## src/rtl/a1csah_slice_sequencer.sv

```systemverilog
// -----------------------------------------------------------------------------
// a1csah_slice_sequencer
//
// Computes an n-bit addition by time-multiplexing one external w-bit adder
// slice. A request is latched, then the slice is driven once per clock,
// least-significant chunk first, with the carry rippled between cycles through
// a register. The assembled sum, carry-out and n-bit group propagate/generate
// are returned over a valid/ready handshake.
//
// Ports:
//   clk, rst             clock, asynchronous active-high reset
//   req_valid/req_ready  request handshake; cin, a, b are the request operands
//   add_a/add_b/add_cin  chunk operands and carry driven to the adder slice
//   add_s/add_cout       slice sum and carry-out (combinational response)
//   add_prop/add_gen     slice group propagate / generate
//   resp_valid/resp_ready response handshake
//   s, cout, prop, gen   assembled n-bit result
//
// n must be a multiple of w.
// -----------------------------------------------------------------------------
module a1csah_slice_sequencer #(
    parameter int n = 128,
    parameter int w = 32
) (
    input  logic         clk,
    input  logic         rst,
    input  logic         req_valid,
    output logic         req_ready,
    input  logic         cin,
    input  logic [n-1:0] a,
    input  logic [n-1:0] b,
    output logic [w-1:0] add_a,
    output logic [w-1:0] add_b,
    output logic         add_cin,
    input  logic [w-1:0] add_s,
    input  logic         add_cout,
    input  logic         add_prop,
    input  logic         add_gen,
    output logic         resp_valid,
    input  logic         resp_ready,
    output logic [n-1:0] s,
    output logic         cout,
    output logic         prop,
    output logic         gen
);

    localparam int slices = n / w;
    localparam int idx_w  = (slices > 1) ? $clog2(slices) : 1;
    localparam logic [idx_w-1:0] last_idx = idx_w'(slices - 1);

    typedef enum logic [1:0] {
        IDLE,
        RUN,
        DONE
    } state_t;

    state_t             state_reg;
    state_t             state_next;
    logic [idx_w-1:0]   idx_reg;
    logic [n-1:0]       a_reg;
    logic [n-1:0]       b_reg;
    logic               carry_reg;
    logic               prop_acc_reg;
    logic               gen_acc_reg;
    logic               cout_reg;
    logic               prop_reg;
    logic               gen_reg;
    logic               resp_valid_reg;

    logic               accept;
    logic               last_step;
    logic               prop_acc_next;
    logic               gen_acc_next;

    logic [w-1:0]       a_chunk [slices];
    logic [w-1:0]       b_chunk [slices];

    // Held low while reset is asserted so nothing is accepted mid-reset.
    assign req_ready = ~rst & ((state_reg == IDLE) | ((state_reg == DONE) & resp_ready));
    assign accept    = req_valid & req_ready;
    assign last_step = (state_reg == RUN) && (idx_reg == last_idx);

    // Chunks are consumed LSB first, so the accumulated group terms are
    // combined treating the new slice as the more significant group.
    assign prop_acc_next = prop_acc_reg & add_prop;
    assign gen_acc_next  = add_gen | (add_prop & gen_acc_reg);

    // Operand chunk views and per-chunk sum registers. Each sum chunk is only
    // written on the RUN cycle whose index selects it.
    generate
        for (genvar gi = 0; gi < slices; gi++) begin : g_chunk
            logic [w-1:0] s_chunk_reg;

            assign a_chunk[gi] = a_reg[gi*w +: w];
            assign b_chunk[gi] = b_reg[gi*w +: w];

            always_ff @(posedge clk or posedge rst) begin
                if (rst) begin
                    s_chunk_reg <= '0;
                end else if ((state_reg == RUN) && (idx_reg == idx_w'(gi))) begin
                    s_chunk_reg <= add_s;
                end
            end

            assign s[gi*w +: w] = s_chunk_reg;
        end
    endgenerate

    // FSM state register
    always_ff @(posedge clk or posedge rst) begin
        if (rst) begin
            state_reg <= IDLE;
        end else begin
            state_reg <= state_next;
        end
    end

    // FSM next state and slice drive
    always_comb begin
        state_next = state_reg;
        add_a      = '0;
        add_b      = '0;
        add_cin    = 1'b0;
        case (state_reg)
            IDLE: begin
                if (accept) begin
                    state_next = RUN;
                end
            end
            RUN: begin
                add_a   = a_chunk[idx_reg];
                add_b   = b_chunk[idx_reg];
                add_cin = carry_reg;
                if (last_step) begin
                    state_next = DONE;
                end
            end
            DONE: begin
                // A new request in the handshake cycle skips IDLE entirely.
                if (accept) begin
                    state_next = RUN;
                end else if (resp_ready) begin
                    state_next = IDLE;
                end
            end
            default: begin
                state_next = IDLE;
            end
        endcase
    end

    // Datapath registers
    always_ff @(posedge clk or posedge rst) begin
        if (rst) begin
            idx_reg        <= '0;
            a_reg          <= '0;
            b_reg          <= '0;
            carry_reg      <= 1'b0;
            prop_acc_reg   <= 1'b0;
            gen_acc_reg    <= 1'b0;
            cout_reg       <= 1'b0;
            prop_reg       <= 1'b0;
            gen_reg        <= 1'b0;
            resp_valid_reg <= 1'b0;
        end else begin
            if (accept) begin
                a_reg          <= a;
                b_reg          <= b;
                carry_reg      <= cin;
                idx_reg        <= '0;
                prop_acc_reg   <= 1'b1;
                gen_acc_reg    <= 1'b0;
                resp_valid_reg <= 1'b0;
            end else if (state_reg == RUN) begin
                carry_reg    <= add_cout;
                prop_acc_reg <= prop_acc_next;
                gen_acc_reg  <= gen_acc_next;
                if (last_step) begin
                    idx_reg        <= '0;
                    resp_valid_reg <= 1'b1;
                    cout_reg       <= add_cout;
                    prop_reg       <= prop_acc_next;
                    gen_reg        <= gen_acc_next;
                end else begin
                    idx_reg <= idx_reg + idx_w'(1);
                end
            end else if ((state_reg == DONE) && resp_ready) begin
                resp_valid_reg <= 1'b0;
            end
        end
    end

    assign resp_valid = resp_valid_reg;
    assign cout       = cout_reg;
    assign prop       = prop_reg;
    assign gen        = gen_reg;

endmodule

```

## config.mk

```make
export PLATFORM = sky130hd
export DESIGN_NAME = a1csah_slice_sequencer
export DESIGN_NICKNAME = d
export VERILOG_FILES = /design/src/rtl/a1csah_slice_sequencer.sv
export SDC_FILE = /design/constraint.sdc
export NUM_CORES = 1
export LEC_CHECK = 0
export ABC_AREA = 1
export CAP_MARGIN = 20
export CORE_ASPECT_RATIO = 1.1
export CORE_MARGIN = 1.5
export CORE_UTILIZATION = 43
export CTS_CLUSTER_DIAMETER = 120
export DETAILED_ROUTE_END_ITERATION = 16
export PLACE_DENSITY = 0.89
export SLEW_MARGIN = 20
export SYNTH_ARGS = -nofsm -noshare
export SYNTH_HDL_FRONTEND = slang
export SYNTH_SLANG_ARGS = --single-unit
```

## constraint.sdc

```tcl
create_clock -name clk -period 14.1 [get_ports clk]
set_input_delay 2.82 -clock clk [delete_from_list [all_inputs] [get_ports clk]]
set_output_delay 2.82 -clock clk [all_outputs]
set_load 0.005 [all_outputs]
```

======== After elaboration in Yosys (flattened, before gate mapping) ========
Cells that the tools add are included.
word-level totals
  register bits ........................... 395
  input bits .............................. 296
  output and inout bits ................... 198
  logic and storage cells ................. 75
operators by class
  add/subtract/negate cells ............... 1
  $lt $le $gt $ge ......................... 1
  eq/ne operators ......................... 9
  mux-type cells .......................... 27
  bitwise gates (word level) .............. 10
  reductions and logical operators ........ 12
operators with widths
  operator               number
  $mux W32               6
  $bmux W32 S2           2
  $mux W2                7
  $mux W1                11
  $eq A2 B2 Y1 const B   3
  $ne A3 B3 Y1 const B   2
  $pmux W2 S3            1
  $reduce_and A3 Y1      2
  $and A1 B1 Y1          5
  $logic_and A1 B1 Y1    5
  $eq A2 B1 Y1 const B   2
  $logic_not A2 Y1       2
  $ne A2 B2 Y1 const B   2
  $ge A3 B3 Y1 const B   1
  $not A2 Y3             1
  $reduce_bool A3 Y1     1
  $add A2 B1 Y2 const B  1
  $not A1 Y1             2
  $or A1 B1 Y1           2
  $reduce_and A2 Y1      1
  $reduce_bool A2 Y1     1

======== Longest topological paths before layout ========
Gate-level depths: netlist (run 1).
  word-level depth ........................ 7
  mapped depth ............................ 8
  gate-level depth less buffers ........... 7

======== Worst setup path after synthesis (run 1) ========
No wires, ideal clock.
  path kind ............................... input-to-output
  start point ............................. in rst
  end point ............................... out req_ready
  arrival ................................. 3.085 ns
  required time ........................... 11.280 ns
  slack ................................... 8.195 ns
  stages .................................. 2
  buffers on the path ..................... 0
  cell sequence ........................... nor2_1 and2_1
between the ends
  word-level cells in the longest chain between the ends .. 2
RTL lines
  what             line  source
  start, declared  26    input logic rst,
  $not A1 Y1       79    assign req_ready = ~rst & ((state_reg == IDLE) | ((state_reg == DONE) & resp_ready));
  $and A1 B1 Y1    79
  end, declared    28    output logic req_ready,
Every way passes these cells.

======== Worst setup path in the final report (run 1) ========
Same ends and word-level chain as after synthesis.

==> results of run 1 <==
cell families after synthesis:
kind of cell	share of synthesized area, %
flip-flops	58.68
buffers and inverters	6.351
AND/OR/NAND/NOR	21.56
AO/OA/AOI/OAI	13.10
adder cells (fa/ha/maj)	0.2971
per-layer routing:
| metal | vias up | track usage, % | share of wire [%] |
|---|---|---|---|
| met3 | 170 | 5.295 | 8.7 |
| met1 | 7486 | 32.15 | 37 |
| li1 | 7203 | - | - |
| met4 | 2 | 14.01 | 5.0 |
| met2 | 817 | 43.67 | 49 |
| met5 | - | 0 | 0.031 |
layout make-up:
type                       count  share of cell area [%]
inverter                     107                   1.791
clock buffer                  59                   5.227
clock inverter                12                  0.6238
antenna                        7                 0.07528
sequential                   395                   42.51
multi-input combinational   1387                   25.42
tap                          500                   2.689
timing repair buffer         505                   21.66
synthesized netlist by cell type:
cell and number:
nand2_2 3, nand3_1 5, buf_1 7, o21ai_0 240, buf_6 3, nor2_1 128
clkbuf_1 52, clkbuf_2 1, and2_1 1, dfrtp_1 395, buf_4 29, o21ai_1 53
clkinv_1 1, o21a_1 1, inv_1 103, nand2_1 819, inv_2 3, nand3_2 1
a21oi_1 97, ha_1 4, or2_1 1, o211ai_1 33, nor2_4 1, buf_2 38
path summary, 6_finish.rpt:
path / start / endpoint / slack (ps) / cells after the start
min in group asynchronous: rst / b_reg[4] / 2870 / 2
min reg2reg: b_reg[100] / b_reg[100] / 470 / 2
max in group asynchronous: rst / g_chunk[0].s_chunk_reg[31] / 8750 / 4
min: b_reg[100] / b_reg[100] / 470 / 2
max: rst / req_ready / 7030 / 4
max reg2reg: state_reg[0] / a_reg[58] / 10990 / 6
worst max-delay path: stages:
cell,delay [ps]
clkdlybuf4s50_1,510
nor2_1,260
and2_1,170
clkdlybuf4s50_1,490
metrics by stage:
stage                     area (um2)  instances  utilization, %  setup WS (ps)
after floorplan                16840       2019               -          297.3
after global placement         21870       2894           56.98           7016
after detailed placement       21870       2894           56.98           7026
after CTS                      23230       2965           60.53           7020
after global routing           23270       2971           60.62           6988
final                          23270       2972           60.63           7029
power breakdown:
group,switching (mW),total [mW],internal (mW)
clock network,0.445,1.10,0.654
logic,1.19,2.21,1.02
registers,0.320,2.02,1.70
==> results, run 1 <==
- Yosys mapped the design onto 24 distinct sky130hd cell types.
- The setup TNS is 0 ps.
- For the worst setup path, the data required time is 11280 ps.
- At the pin with the least slew margin, the transition time is 1138 ps.
- The critical path launch point type is a primary input.
- The cell area power density is around 230 mW/mm2.
- The maximum clock frequency is 0.1414 GHz.
- The first global-routing pass estimated slightly above 80000 um of wire.
- The die outline height is 210.6 um.
- Setup violations remaining at the end of the flow were counted as 0.
- The arrival time reported for the critical path endpoint is approximately 4300 ps.
- The kind of end point of the critical path is an output port.
- The number of gates given a new drive strength after cts is 0.
- The count of nets after finishing is 2737.
- Clock skew on the completed layout was measured at 16.20 ps.
- Across the whole layout, storage elements account for 0.009892 mm2.
- Synthesis produced a netlist with a net count of 2319.
- The cell count after synthesis came out at 2019.
- The final HPWL from detailed placement is 35910 um.
- The number of H-tree branching levels is 2.
- The clock passes through at most 3 buffers.
- The filler cell count in the final layout is between 3000 and 4000.
- The count of yosys warnings during synthesis is 0.
- Using the TritonRoute via totals, the vias-per-cell ratio works out to 5.275.
- The area of the multi-input gates is 0.005914 mm2.
- Max-cap violations in this run came to 0.
- From synthesis to final layout, the design area changed by 38.14%.
- Routability-driven placement finished with a final weighted congestion of 0.9061.
- The starting density of the core is 43.89%.
- Setup repair after global routing left no endpoint under its margin.
- The synthesized design contains 395 register bits.
- The violation count after the first detailed-routing iteration is 1264.
- The largest net degree at the start of global routing is 195.
- The peak supply drop is 154.5 uV.
- Input and output buffers added on the ports amount to 493.
- The area of the core is ~0.038 mm2.
- The library cell used as clock root buffer is clkbuf_16.
- Of all nets on the critical path, the largest fanout is 2.
- The die covers 0.04037 mm2.
- By area the synthesized netlist is led by dfrtp_1 (59%), nand2_1 (18%), o21ai_0 (7.1%), a21oi_1 (2.9%), nor2_1 (2.9%).
- The routed wire length per instance is 18.19 um.
- The number of top-level pins is 494.
- In the layout the commonest cells are nand2_1 (818), clkdlybuf4s50_1 (493), dfrtp_1 (393).
- The number of max-slew violations in the final report came to 0.
- The detailed-route via count is 15678.
- The iteration count of the initial detailed-routing pass is 8.
- The clock period could shrink to 7071 ps.
- Counting the buffers created by CTS gives 41.
- In this run the post-CTS setup repair buffer count came out at 0.
- After detailed routing, the total wire length is 54060 um.
- The proportion of netlist area held by the largest area contributor is 58.68%.
- Summing every instance area after synthesis gives 0.01684 mm2.
- The worst setup path category is primary input to output port.
- The horizontal die dimension is 191.7 um.
- Measured against its own limit, the worst slew margin works out to about a quarter.
- The total global routing overflow is 0.
- Sequential cells were found to cover 58.68% of the synthesized design area.
- The number of sinks on the clock net is 395.
- The initial antenna violation count is 7.
- The aggregate global-route resource usage is 26.28%.
- The analysis attributes to cell leakage a power of between 10 and 15 nW.
- Each instance of the synthesized netlist takes up on average 8.343 um2.
- The count of nets left with antenna violations once routing finished came out at 0.
- The via count of the first global-routing pass was 15520.
- The largest total area in the synthesized netlist belongs to dfrtp_1.
- The flow ran to the end, and the final reports show no timing, DRC or antenna violations.
- Power comes to roughly 5.3 mW.
- The insertion delay of the later-clocked pin in the worst-skew pair is between 500 and 600 ps.
- The clock slew at the register clock pins of the worst setup and hold paths is 60 ps.
- The placement row count is 75.
- The clock tree from TritonCTS is yes.
- The most common cell after layout, fill and taps aside is nand2_1.
- In the finished design, the share of the clock period the worst path needs comes to 50.15%.
- The proportion of layout cells with a drive suffix above 1 is 3.529%.
- The number of failing hold endpoints at the final stage is 0.
- Hold timing on the final database bottoms out at a slack of 472.7 ps.
- The number of hold buffers added after CTS was 0.
- After detailed routing, the number of remaining DRC violations is 0.
- The min-delay analysis places its worst path in the category flop to flop.
(Power assumes the default switching activity.)
==> run 2: changes to the inputs <==
clock period = 6 ns   (was 14.1 ns; I/O delays follow)
==> results, run 2 (same netlist as run 1, synthesis figures left out) <==
- Result of the run: finished, final reports clean (unchanged).
- The top layer used by detailed routing is met5 (unchanged).
- The slowest cell on the critical path is inv_2 (was clkdlybuf4s50_1).
- The max-capacitance violation count is 0 (unchanged).
- The library cell used as clock root buffer is clkbuf_16 (unchanged).
- The highest cell delay on the worst timing path is 800 ps (was 510 ps).
- The final HPWL from detailed placement is 37620 um (was 35910 um).
- The number of H-tree branching levels was 2 (unchanged).
- The violation count after the first detailed-routing iteration is 1326 (was 1264).
- The hold buffer count at CTS is 0 (unchanged).
- The wire length on met1 came to 20640 um (was 20120 um).
- The cell depth of the worst min-delay path is 2 (unchanged).
- The via count of the first global-routing pass is 15790 (was 15520).
- The pre-CTS setup slack is 1874 ps (was 7026 ps).
- The iteration count of the initial detailed-routing pass is 6 (was 8).
- The placement row count is 75 (unchanged).
- The number of gates given a new drive strength after cts came to 0 (unchanged).
- The arrival time reported for the critical path endpoint came to 3470 ps (was 4250 ps).
- The starting density of the core is 43.89% (unchanged).
- The cell area power density is 539.2 mW/mm2 (was 229.0 mW/mm2).
- The initial antenna violation count is 14 (was 7).
- The post-CTS setup buffer count came to 0 (unchanged).
- The via-per-instance ratio is 5.315 (was 5.275).
- Commonest cells after routing, fill and taps aside: nand2_1 (818), clkdlybuf4s50_1 (493), dfrtp_1 (393) (unchanged).
- The count of antenna-violating nets left after detailed routing is 0 (unchanged).
- The horizontal die dimension is 191.7 um (unchanged).
- The number of setup violations in the final report is 0 (unchanged).
- The cell depth of the worst flop-to-flop path is 5 (was 6).
- The area of the core is 0.03838 mm2 (unchanged).
- The die outline height came to 210.6 um (unchanged).
- The insertion delay of the later-clocked pin in the worst-skew pair came to 540 ps (was 530 ps).
- The detailed-route via count came to 15828 (was 15678).
- The count of input and output buffers is 493 (unchanged).
- The worst-case clock buffer depth is 3 (unchanged).
- The largest net degree at the start of global routing is 144 (was 195).
- The worst hold path class is flop to flop (unchanged).
- Unrepaired setup endpoints after global routing: false (unchanged).
- The clock tree from TritonCTS is yes (unchanged).
- The final period utilization is 77.91%.
- The most common cell after layout, fill and taps aside is nand2_1 (unchanged).
- The first-pass GRT wire length is 85380 um (was 83050 um).
- The number of sinks on the clock net is 395 (unchanged).
- The total detailed-routing wirelength was 55600 um (was 54060 um).
- The routed wire length per instance is 18.67 um (was 18.19 um).
- The residual DRC count is 0 (unchanged).
- The kind of end point of the critical path is an output port (unchanged).
- The clock slew at the register clock pins of the worst setup and hold paths is 60 ps (about the same).
- The count of nets after finishing is 2739 (was 2737).
- The sum of met2 wire segment lengths after detailed routing came to 26550 um (was 26490 um).
- The proportion of layout cells with a drive suffix above 1 is 3.765% (was 3.529%).
- The setup TNS is 0 ps (unchanged).
- The transition time of the tightest slew-check pin is 1075 ps (was 1138 ps).
- The number of failing hold endpoints at the final stage came to 0 (unchanged).
- The leakage power of the design is 11.03 nW (was 11.00 nW).
- The peak supply drop came to 316.0 uV (was 154.5 uV).
- The number of max-slew violations in the final report is 0 (unchanged).
- The weighted congestion reported at the end of routability-driven placement is 0.9581 (was 0.9061).
- The highest fanout seen on the critical path is 65 (was 2).
- The number of top-level pins is 494 (unchanged).
- The worst setup path category is flop to output port (was primary input to output port).
- The layout overhead on the synthesized area is 38.63% (was 38.14%).
- The time the final worst path needs with I/O delays and setup is approximately 4700 ps.
- The aggregate global-route resource usage is 27.13% (was 26.28%).
- Cells traversed along the worst timing path: inv_2, o21ai_0, a21oi_1, clkdlybuf4s50_1 (was clkdlybuf4s50_1, nor2_1, and2_1, clkdlybuf4s50_1).
- The worst path required time was 4800 ps (was 11280 ps).
- The total global routing overflow is 0 (unchanged).
- The filler cell count in the final layout is 3052 (was 3035).
- The worst clock skew was 17.94 ps (was 16.20 ps).
- The number of buffers created by CTS is 41 (unchanged).
- The critical path launch point type is a flop (was primary input).
- The normalized max-slew margin is 28.31% (was 24.14%).
- The met3 wire length came to 5068 um (was 4717 um).
- The worst setup slack after layout was 1325 ps (was 7029 ps).
- The area of the die is 0.04037 mm2 (unchanged).
- The maximum clock frequency is roughly 0.21 GHz.
-- run 2: path summary, 6_finish.rpt --
| kind | start | end | slack, ps |
|---|---|---|---|
| min in group asynchronous | rst | b_reg[35] | 1280 |
| max reg2reg | idx_reg[0] | g_chunk[0].s_chunk_reg[22] | 3010 |
| min reg2reg | a_reg[10] | a_reg[10] | 470 |
| max | idx_reg[0] | add_b[30] | 1330 |
| min | a_reg[10] | a_reg[10] | 470 |
| max in group asynchronous | rst | idx_reg[1] | 3910 |
-- run 2: final cells by class --
type                    count  area [um2]  area share (%)
diodes                      8       20.02         0.08574
clock buffers              61        1221           5.230
clock inverters            13       153.9          0.6591
inverters                 107       412.9           1.768
multi-input cells        1387        5909           25.31
flip-flops and latches    395        9892           42.36
well taps                 500       625.6           2.679
repair buffers            507        5115           21.91
-- run 2: report_power, final --
part | switching (mW) | internal, mW | total, mW
sequential | 0.800 | 3.99 | 4.79
combinational | 2.78 | 2.41 | 5.19
clock | 1.06 | 1.54 | 2.61
-- run 2: stage by stage --
| stage | hold slack (ps) | util (%) | cell area (um2) | power, mW | cells |
|---|---|---|---|---|---|
| after floorplan | 443.6 | - | 16850 | 7.243 | 2019 |
| after global routing | 493.4 | 60.84 | 23350 | 13.41 | 2978 |
| final | 470.7 | 60.84 | 23350 | 12.59 | 2978 |
| after CTS | 476.2 | 60.76 | 23320 | 12.61 | 2970 |
| after global placement | 455.4 | 57.12 | 21920 | 9.629 | 2895 |
| after detailed placement | 459.8 | 57.18 | 21940 | 9.904 | 2896 |
-- run 2: critical path: cells and delay by family (launching register included) --
kind	cells	cell delay [ps]
AO/OA/AOI/OAI	2	740
flip-flops	1	700
buffers and inverters	2	1410
-- run 2: metal layers --
layer | up-vias | global-route usage, %
li1 | 7203 | -
met1 | 7527 | 32.38
met2 | 887 | 44.53
met3 | 199 | 6.610
met4 | 12 | 15.79
met5 | - | 0
==> run 3: changes to the inputs <==
CORE_ASPECT_RATIO = not set   (was 1.1)
CORE_UTILIZATION = 48   (was 43)
PLACE_DENSITY = 0.93   (was 0.89)
clock period = 4.57 ns   (was 6 ns; I/O delays follow)
==> results, run 3 (same netlist as run 1, synthesis figures left out) <==
- Result of the run: finished, final reports clean (unchanged).
- The final HPWL from detailed placement is 37990 um (was 37620 um).
- The time the final worst path needs with I/O delays and setup is 3973 ps.
- The total detailed-routing wirelength was 56910 um (was 55600 um).
- The filler cell count in the final layout is 2463 (was 3052).
- The number of gates given a new drive strength after cts is 0 (unchanged).
- The insertion delay of the later-clocked pin in the worst-skew pair is 550 ps (was 540 ps).
- The slowest cell on the critical path is clkdlybuf4s50_1 (was inv_2).
- The worst path required time is 3660 ps (was 4800 ps).
- The max-capacitance violation count was 0 (unchanged).
- The horizontal die dimension was 190.3 um (was 191.7 um).
- The violation count after the first detailed-routing iteration is 1564 (was 1326).
- The count of nets after finishing is 2745 (was 2739).
- The highest cell delay on the worst timing path is 560 ps (was 800 ps).
- The arrival time reported for the critical path endpoint is 3060 ps (was 3470 ps).
- The transition time of the tightest slew-check pin was 1096 ps (was 1075 ps).
- The worst-case clock buffer depth is 3 (unchanged).
- The detailed-route via count is 16002 (was 15828).
- The cell area power density is 716.4 mW/mm2 (was 539.2 mW/mm2).
- The hold buffer count at CTS is 0 (unchanged).
- The library cell used as clock root buffer was clkbuf_16 (unchanged).
- The number of max-slew violations in the final report is 0 (unchanged).
- Dividing the final minimum period by the clock period gives between 80 and 90%.
- The die outline height is 190.3 um (was 210.6 um).
- The clock tree from TritonCTS is yes (unchanged).
- Commonest cells after routing, fill and taps aside: nand2_1 (818), clkdlybuf4s50_1 (493), dfrtp_1 (393) (unchanged).
- The aggregate global-route resource usage is 31.05% (was 27.13%).
- The number of top-level pins is 494 (unchanged).
- The placement row count is 68 (was 75).
- The first-pass GRT wire length came to 87100 um (was 85380 um).
- The via-per-instance ratio was 5.443 (was 5.315).
- The worst setup path category is flop to output port (unchanged).
- The clock slew at the register clock pins of the worst setup and hold paths is 60 ps (about the same).
- The final non-filler cell total is 2940 (was 2978).
- The worst hold path class is flop to flop (unchanged).
- The leakage power of the design is 11.10 nW (was 11.03 nW).
- The highest fanout seen on the critical path is 47 (was 65).
- The layout overhead on the synthesized area is 39.00% (was 38.63%).
- The post-CTS setup buffer count is 0 (unchanged).
- The most common cell after layout, fill and taps aside is nand2_1 (unchanged).
- The normalized max-slew margin was 26.83% (was 28.31%).
- The iteration count of the initial detailed-routing pass is 6 (unchanged).
- The via count of the first global-routing pass is 15740 (was 15790).
- The number of failing hold endpoints at the final stage was 0 (unchanged).
- The weighted congestion reported at the end of routability-driven placement is 0.9817 (was 0.9581).
- The initial antenna violation count came to 9 (was 14).
- The total global routing overflow came to 0 (unchanged).
- The proportion of layout cells with a drive suffix above 1 is 4.036% (was 3.765%).
- The routed wire length per instance came to 19.36 um (was 18.67 um).
- The number of H-tree branching levels is 2 (unchanged).
- The total design power is 16.77 mW (was 12.59 mW).
- The area of the core is 0.03454 mm2 (was 0.03838 mm2).
- The utilization after layout is 67.78% (was 60.84%).
- Cells traversed along the worst timing path: nor2_4, inv_2, buf_4, a21oi_1, clkdlybuf4s50_1 (was inv_2, o21ai_0, a21oi_1, clkdlybuf4s50_1).
- The number of cells in the design after placement is 2856 (was 2896).
- The pre-CTS setup slack was 1246 ps (was 1874 ps).
- The number of setup violations in the final report came to 0 (unchanged).
- The worst clock skew was 9.144 ps (was 17.94 ps).
- The number of buffers created by CTS is 42 (was 41).
- The critical path launch point type was a flop (unchanged).
- The starting density of the core is 48.76% (was 43.89%).
- The worst setup slack after layout is 596.8 ps (was 1325 ps).
- The residual DRC count came to 0 (unchanged).
- Unrepaired setup endpoints after global routing: false (unchanged).
- The area of the die is 0.03622 mm2 (was 0.04037 mm2).
- The peak supply drop is 396.6 uV (was 316.0 uV).
- The number of sinks on the clock net is 395 (unchanged).
- The count of input and output buffers is 493 (unchanged).
- The maximum clock frequency is 0.2517 GHz.
- The largest net degree at the start of global routing is 196 (was 144).
- The count of antenna-violating nets left after detailed routing is 0 (unchanged).
- The kind of end point of the critical path is an output port (unchanged).
## run 3: per-layer routing
| layer | routed length (um) | GRT usage [%] | part of all wire (%) | vias to the layer above |
|---|---|---|---|---|
| li1 | - | - | - | 7236 |
| met1 | 21460 | 38.78 | 38 | 7623 |
| met2 | 26780 | 49.75 | 47 | 944 |
| met3 | 5261 | 6.901 | 9.2 | 199 |
| met4 | 3408 | 18.14 | 6.0 | 0 |
| met5 | 0 | 0 | 0 | - |
## run 3: final cells by class
class                   count  area (um2)  area share [%]
clock inverters            14       195.2          0.8337
inverters                 107       412.9           1.764
well taps                 455       569.3           2.432
multi-input cells        1387        5919           25.28
diodes                      7       17.52         0.07482
repair buffers            512        5156           22.02
flip-flops and latches    395        9892           42.25
clock buffers              63        1250           5.339
## run 3: power breakdown
| part | switching, mW | total (mW) | internal [mW] |
|---|---|---|---|
| combinational | 3.81 | 6.98 | 3.17 |
| sequential | 0.999 | 6.24 | 5.24 |
| clock | 1.42 | 3.55 | 2.13 |
## run 3: path summary, 6_finish.rpt
check	end	startpoint	depth (start not counted)	slack [ps]
max	add_a[31]	state_reg[1]	5	600
min	a_reg[31]	a_reg[31]	2	470
max reg2reg	g_chunk[0].s_chunk_reg[23]	idx_reg[0]	5	1740
min reg2reg	a_reg[31]	a_reg[31]	2	470
max in group asynchronous	a_reg[67]	rst	3	2630
min in group asynchronous	cout	rst	2	960
## run 3: critical path, delay by kind of cell (launching register included)
| kind | cells | cell delay, ps |
|---|---|---|
| AOI/OAI and AO/OA | 1 | 250 |
| buffers and inverters | 3 | 1460 |
| DFF | 1 | 440 |
| and+or+nand+nor | 1 | 360 |
## run 3: stage by stage
stage          setup TNS, ps  cell area [um2]  hold WS (ps)
6_report                   0            23410         474.3
5_1_grt                    0            23410         486.9
4_1_cts                    0            23380         476.3
3_5_place_dp               0            21930         460.0
3_3_place_gp               0            21930         456.4
2_1_floorplan        -655630            16850         443.6
